File: config.mk
export PLATFORM = sky130hd
export DESIGN_NAME = dir_fsm
export DESIGN_NICKNAME = d
export VERILOG_FILES = /design/src/rtl/dir_pkg.sv /design/src/rtl/btn_sync.sv /design/src/rtl/dir_fsm.sv
export SDC_FILE = /design/constraint.sdc
export NUM_CORES = 1
export LEC_CHECK = 0
export BUFFER_PORTS_ARGS = -buffer_cell sky130_fd_sc_hd__buf_4
export CAP_MARGIN = 20
export CELL_PAD_IN_SITES_DETAIL_PLACEMENT = 0
export CELL_PAD_IN_SITES_GLOBAL_PLACEMENT = 1
export CORE_AREA = 2 2 45 47
export CTS_CLUSTER_SIZE = 30
export DETAILED_ROUTE_END_ITERATION = 7
export DIE_AREA = 0 0 47 49
export HOLD_SLACK_MARGIN = 0.02
export PLACE_DENSITY_LB_ADDON = 0.1
export SLEW_MARGIN = 20
export SYNTH_ARGS = -nofsm -noshare
export SYNTH_HDL_FRONTEND = slang
export SYNTH_SLANG_ARGS = --single-unit
export TNS_END_PERCENT = 20
File: constraint.sdc
create_clock -name clk -period 2.4 [get_ports clk]
set_clock_uncertainty 0.2 [all_clocks]
set_input_delay 0.36 -clock clk [delete_from_list [all_inputs] [get_ports clk]]
set_output_delay 0.36 -clock clk [all_outputs]
set_load 0.01 [all_outputs]
File: src/rtl/dir_pkg.sv
// rtl/dir_pkg.sv - shared state encoding, reversal check and output decode for dir_fsm
package dir_pkg;

    typedef enum logic [2:0] {
        IDLE  = 3'd0,
        UP    = 3'd1,
        DOWN  = 3'd2,
        LEFT  = 3'd3,
        RIGHT = 3'd4
    } dir_state_t;

    // Output vector order: {onoffx, onoffy, horizontal, verticle}
    localparam logic [3:0] OUT_IDLE  = 4'b0000;
    localparam logic [3:0] OUT_UP    = 4'b0100;
    localparam logic [3:0] OUT_DOWN  = 4'b0101;
    localparam logic [3:0] OUT_LEFT  = 4'b1000;
    localparam logic [3:0] OUT_RIGHT = 4'b1010;

    function automatic logic is_opposite(input dir_state_t a, input dir_state_t b);
        return ((a == UP)   && (b == DOWN))  || ((a == DOWN)  && (b == UP)) ||
               ((a == LEFT) && (b == RIGHT)) || ((a == RIGHT) && (b == LEFT));
    endfunction

    function automatic logic [3:0] dir_outputs(input dir_state_t s);
        case (s)
            UP:      return OUT_UP;
            DOWN:    return OUT_DOWN;
            LEFT:    return OUT_LEFT;
            RIGHT:   return OUT_RIGHT;
            default: return OUT_IDLE;
        endcase
    endfunction

    // Request vector order: {up, down, left, right}; caller guarantees one-hot
    function automatic dir_state_t req_to_state(input logic [3:0] req);
        case (req)
            4'b1000: return UP;
            4'b0100: return DOWN;
            4'b0010: return LEFT;
            4'b0001: return RIGHT;
            default: return IDLE;
        endcase
    endfunction

endpackage

File: src/rtl/btn_sync.sv
// rtl/btn_sync.sv - N-stage 4-bit button synchronizer, pass-through when N is 0
module btn_sync #(
    parameter int N = 0
) (
    input  logic       clk,
    input  logic       rst,
    input  logic [3:0] i_d,
    output logic [3:0] o_q
);

    generate
        if (N == 0) begin : g_pass
            assign o_q = i_d;
        end else begin : g_sync
            logic [3:0] r_chain [N] = '{default: 4'b0000};

            always_ff @(posedge clk or posedge rst) begin
                if (rst) begin
                    for (int i = 0; i < N; i++) r_chain[i] <= 4'b0000;
                end else begin
                    r_chain[0] <= i_d;
                    for (int i = 1; i < N; i++) r_chain[i] <= r_chain[i-1];
                end
            end

            assign o_q = r_chain[N-1];
        end
    endgenerate

endmodule

File: src/rtl/dir_fsm.sv
// rtl/dir_fsm.sv - light-cycle heading FSM: one-hot button requests, no 180-degree reversals
module dir_fsm
    import dir_pkg::*;
#(
    parameter int SYNC_STAGES = 0
) (
    input  logic clk,
    input  logic reset,
    input  logic up,
    input  logic down,
    input  logic left,
    input  logic right,
    output logic onoffx,
    output logic onoffy,
    output logic horizontal,
    output logic verticle
);

    logic [3:0] w_req;
    logic       w_req_valid;
    dir_state_t w_req_state;
    dir_state_t w_next;

    dir_state_t r_state = IDLE;
    logic [3:0] r_out   = OUT_IDLE;

    btn_sync #(.N(SYNC_STAGES)) u_btn_sync (
        .clk (clk),
        .rst (reset),
        .i_d ({up, down, left, right}),
        .o_q (w_req)
    );

    assign w_req_valid = $onehot(w_req);
    assign w_req_state = req_to_state(w_req);

    always_comb begin
        w_next = r_state;
        if (w_req_valid) begin
            if (r_state == IDLE || !is_opposite(r_state, w_req_state))
                w_next = w_req_state;
        end
    end

    // Outputs are registered from the next state so they stay a pure function of r_state
    always_ff @(posedge clk or posedge reset) begin
        if (reset) begin
            r_state <= IDLE;
            r_out   <= OUT_IDLE;
        end else begin
            r_state <= w_next;
            r_out   <= dir_outputs(w_next);
        end
    end

    assign {onoffx, onoffy, horizontal, verticle} = r_out;

endmodule

-- Word-level counts from Yosys, hierarchy flattened
Cells that the tools add are included.
Widths: inputs -> output; s select.
- add/subtract/negate cells: 3
- eq/ne operators: 17
- mux-type cells: 4
- reduce and logical (&&, ||, !) cells: 10
- operator list (cell ; number):
    $eq 3x2->1 const B ; 6
    $pmux 4 s4 ; 1
    $eq 3x1->1 const B ; 4
    $pmux 3 s4 ; 1
    $eq 3x3->1 const B ; 3
    $mux 3 ; 2
    $add 1x1->2 ; 2
    $eq 4x1->1 const B ; 1
    $eq 4x2->1 const B ; 1
    $eq 4x3->1 const B ; 1
    $eq 4x4->1 const B ; 1
    $logic_and 1x1->1 ; 4
    $logic_or 1x1->1 ; 4
    $add 2x2->3 ; 1
    $logic_not 3->1 ; 1
    $logic_not 1->1 ; 1
- bits in registers: 7
- output and inout bits: 4
- word-level logic and storage cells: 36

-- Longest topological paths before layout
- word-level depth: 13
- gate-level depth with buffers: 10
- gate-level depth less buffers: 10

-- By module
From an unflattened synthesis, not the netlist that was laid out.
- cell total of the unflattened synthesis: 59
- area total of the unflattened synthesis: 586.8 um2
- by module, submodules not included (module ; instances ; cells each ; area an instance (um2) ; seq. area each (um2)):
    dir_fsm ; 1 ; 55 ; 556.8 ; 175.2
    btn_sync ; 1 ; 4 ; 30.0 ; 0.0

-- Least setup slack after synthesis
No wires, ideal clock.
- path type: input-to-reg
- from: in up
- to: reg r_out[1]
- data arrival time: 2507 ps
- required time: 2082 ps
- setup slack: -425 ps
- cell stages on the path: 9
- path buffers: 0
- cell sequence: inv_1 -> fa_1 -> inv_1 -> ha_1 -> ha_1 -> nor3b_1 -> a21boi_2 -> mux2_4 -> nor2b_1
- word-level cells in the longest chain between the ends: 13
- ends and longest elaborated chain (what ; RTL line ; text):
    start: declaration ; dir_fsm.sv:9 ; input logic up,
    $eq 4x1->1 (tied with other cells) ; dir_pkg.sv:36 ; case (req)
    $pmux 3 s4 ; dir_pkg.sv:36 ;
    $eq 3x2->1 or $eq 3x1->1 (tied branches) ; dir_pkg.sv:20 ; return ((a == UP) && (b == DOWN)) || ((a == DOWN) && (b == UP)) ||
    $logic_and 1x1->1 ; dir_pkg.sv:20 ;
    $logic_or 1x1->1 (2 in a row) ; dir_pkg.sv:20 ;
    $logic_or 1x1->1 ; dir_pkg.sv:21 ; ((a == LEFT) && (b == RIGHT)) || ((a == RIGHT) && (b == LEFT));
    $logic_not 1->1 ; dir_fsm.sv:40 ; if (r_state == IDLE || !is_opposite(r_state, w_req_state))
    $logic_or 1x1->1 ; dir_fsm.sv:40 ;
    $mux 3 ; dir_fsm.sv:40 ;
    $mux 3 (*) ; dir_fsm.sv:39 ; if (w_req_valid) begin
    named net w_next[2] ; dir_fsm.sv:22 ; dir_state_t w_next;
    $eq 3x3->1 (tied with other cells) ; dir_pkg.sv:25 ; case (s)
    $pmux 4 s4 (*) ; dir_pkg.sv:25 ;
    end signal: assignment ; dir_fsm.sv:52 ; r_out <= dir_outputs(w_next);
    end: declaration ; dir_fsm.sv:25 ; logic [3:0] r_out = OUT_IDLE;
The timed path passes the listed nets; every way through them passes the cells marked *.

-- Worst setup path after layout
- from: in up
- to: reg r_out[3]
The elaborated chain is that of the path after synthesis.

==> flow_summary.json <==
{
  "status": "complete, but fails checks",
  "violations": "setup timing",
  "grt_max_degree": 8,
  "clock_power_share": 0.208,
  "synth.most_common_cell": "inv_1",
  "switching_share": 0.322,
  "die_w_um": 47,
  "yosysTopAreaCellShare": 0.309,
  "route.met2.wl_um": 556,
  "syn_area_um2": 567,
  "htreeDepth": 1,
  "power.switching_uw": 161,
  "io_pins": 10,
  "start_util": 0.308,
  "wl_met3_um": 49,
  "synthToLayoutAreaGrowth_pct": 53.2,
  "power.leakage_nw": 0.408,
  "cts_tree": "done",
  "worst_pin_slew_ns": 0.311,
  "core_um2": 1840,
  "comb_power_share": 0.479,
  "fin_crit_ns": 2.47,
  "highest_layer": "met3",
  "synthTopCellsByCount": "inv_1 (8), dfrtp_1 (7), ha_1 (5)",
  "setup_ws_ns": -0.0745,
  "synth-main-ff-cell": "dfrtp_1",
  "gr-usage-all-layers": 0.125,
  "max_slew_margin": 0.790,
  "drtPass1Iterations": 2,
  "crit_path_top_delay_cell": "fa_1",
  "ys_top_cells_by_area": "dfrtp_1 (31%), ha_1 (11%), mux2i_1 (7.1%)",
  "clk_latency_ns": 0.25,
  "fmax_mhz": 404,
  "drc_errors": 0,
  "avgSynthCellArea_um2": 10.3,
  "finalWirelength_mm": 1.04,
  "worstSetupPathType": "primary input to register",
  "crit_chain": "buf_8 > inv_4 > fa_1 > inv_1 > ha_2 > ha_4 > nor3b_4 > and3_4 > o22ai_2 > or2_4 > mux2i_1",
  "slew_viol_final": 0,
  "ir_drop_mv": 0.444,
  "path_max_fanout": 6,
  "worst_setup_path_end_kind": "register",
  "synth_area_leader_cell": "dfrtp_1",
  "yosysWarningCount": 0,
  "antennaDiodeCount": 0,
  "gr-total-overflow": 0,
  "pwr-share-seq": 0.313,
  "drive_gt1_frac": 0.500,
  "drtIter0Drc": 2,
  "wl_met1_um": 433,
  "vias_per_cell": 4.29,
  "grt_antenna_before_repair": 0,
  "layout.cells.non_filler": 107,
  "setup_viol": 3,
  "clockBufferDepth": 2,
  "die-area_um2": 2300,
  "ys_ff_latch": 7,
  "holdCritPathClass": "primary input to asynchronous set/reset pin",
  "hpwl_um": 851,
  "clk_pin_slew_ns": 0.05,
  "min_period_over_period": 1.03,
  "cts_root_buf": "clkbuf_4",
  "ant_nets": 0,
  "hold_viol_final": 0,
  "power.density_nw_per_um2": 575,
  "synth_nets": 67,
  "grt_pass1_vias": 518,
  "fill_cells": 189,
  "yosysSeqAreaShare": 0.309,
  "async_reset_ff_frac": 1.00,
  "internal_power_uw": 338,
  "vias": 459,
  "timing.hold.ws_ns": 0.388,
  "place_inst": 100,
  "worst_ep_required_time_ns": 2.37,
  "syn_inst": 55,
  "rsz0062_at_grt": "yes",
  "slowest_delay_ns": 0.52,
  "crit_arrival_ns": 2.44,
  "max_cap_violations": 0,
  "grt_pass1_wl_mm": 2.08,
  "rows": 16,
  "port_buffers": 9,
  "dp_worst_setup_slack_ns": -0.415,
  "numCtsBuffers": 3,
  "worst_setup_path_start_kind": "primary input",
  "synth_edf_count": 0,
  "wl_per_cell_um": 9.71,
  "place_congestion": 0.672,
  "synth_cell_types": 24,
  "clock_sinks": 7,
  "die_h_um": 49,
  "layout.nets": 93
}
[what timing repair did]
action,in CTS,in global routing
endpoints found under the hold margin,7,0
hold buffers,1,0
setup buffers,1,1
pin swaps,6,2
endpoints found under the setup margin,5,5
cloned,0,0
gates resized for setup,7,3
[stage by stage]
stage	cell area, um2	TNS (ns)	power, mW	utilization
3_3_place_gp	769	-2.07	0.365	0.418
2_1_floorplan	601	-0.580	0.292	-
6_report	868	-0.192	0.499	0.471
5_1_grt	868	-0.596	0.547	0.471
3_5_place_dp	769	-2.12	0.363	0.418
4_1_cts	842	-0.270	0.490	0.457
[cell families after synthesis]
group,count (synthesis),synth area share
xor gates and xnor gates,2,0.0309
AOI/OAI and AO/OA,9,0.163
DFF,7,0.309
muxes,5,0.0971
buffers and inverters,8,0.0530
and+or+nand+nor,18,0.201
adders and majority gates,6,0.146
[power groups by stage]
stage	logic, mW	registers [mW]	clock network (mW)
5_1_grt	0.266	0.160	0.121
3_3_place_gp	0.207	0.159	0
4_1_cts	0.225	0.156	0.109
2_1_floorplan	0.130	0.162	0
6_report	0.239	0.156	0.104
3_5_place_dp	0.204	0.158	0
[final timing paths]
kind,depth (start not counted),endpoint,startpoint,slack [ns]
worst max-delay path,11,r_out[3],up,-0.07
worst min-delay path,3,r_out[2],reset,0.39
worst max register to register,6,r_out[3],r_state[0],0.33
worst min register to register,1,r_state[2],r_state[2],0.43
max in group asynchronous,3,r_state[2],reset,1.41
min in group clk,5,r_state[1],right,0.41
[metal layers]
| metal | vias up | track usage |
|---|---|---|
| met1 | 206 | 0.146 |
| met3 | 0 | 0.0667 |
| li1 | 243 | - |
| met4 | 0 | 0.0231 |
| met5 | - | 0 |
| met2 | 10 | 0.201 |
[sequential cells by signal (all words and copies together), names as in the netlist]
name,flops
r_out,4
r_state,3
[cells in the final DEF, fill, tap and decap left out, types with 2 or more instances in the layout]
| cell type | synthesis | layout |
|---|---|---|
| or3_1 | 2 | 2 |
| ha_1 | 5 | 3 |
| and3b_1 | 2 | 2 |
| dfrtp_1 | 7 | 7 |
| mux2i_1 | 4 | 4 |
| buf_8 | 0 | 2 |
| nand2_1 | 4 | 4 |
| nor2_1 | 3 | 3 |
| inv_1 | 8 | 5 |
| xnor2_1 | 2 | 2 |
| clkbuf_4 | 0 | 3 |
| o21ai_0 | 2 | 2 |
| buf_4 | 0 | 18 |
[layout make-up]
class | count | area [um2] | share of cell area
timing repair buffer | 21 | 175 | 0.202
multi-input combinational | 40 | 418 | 0.481
tap | 27 | 33.8 | 0.0389
clock buffer | 4 | 26.3 | 0.0303
sequential | 7 | 175 | 0.202
inverter | 8 | 40.0 | 0.0461
[worst max-delay path: cells and delay by family]
family / cells / cell delay (ns)
multiplexers: 1 / 0.13
AO/OA/AOI/OAI: 1 / 0.10
adder cells (fa/ha/maj): 3 / 0.91
AND/OR/NAND/NOR: 3 / 0.80
buffers and inverters: 3 / 0.15
No activity file was read; power rests on OpenSTA's default activity.
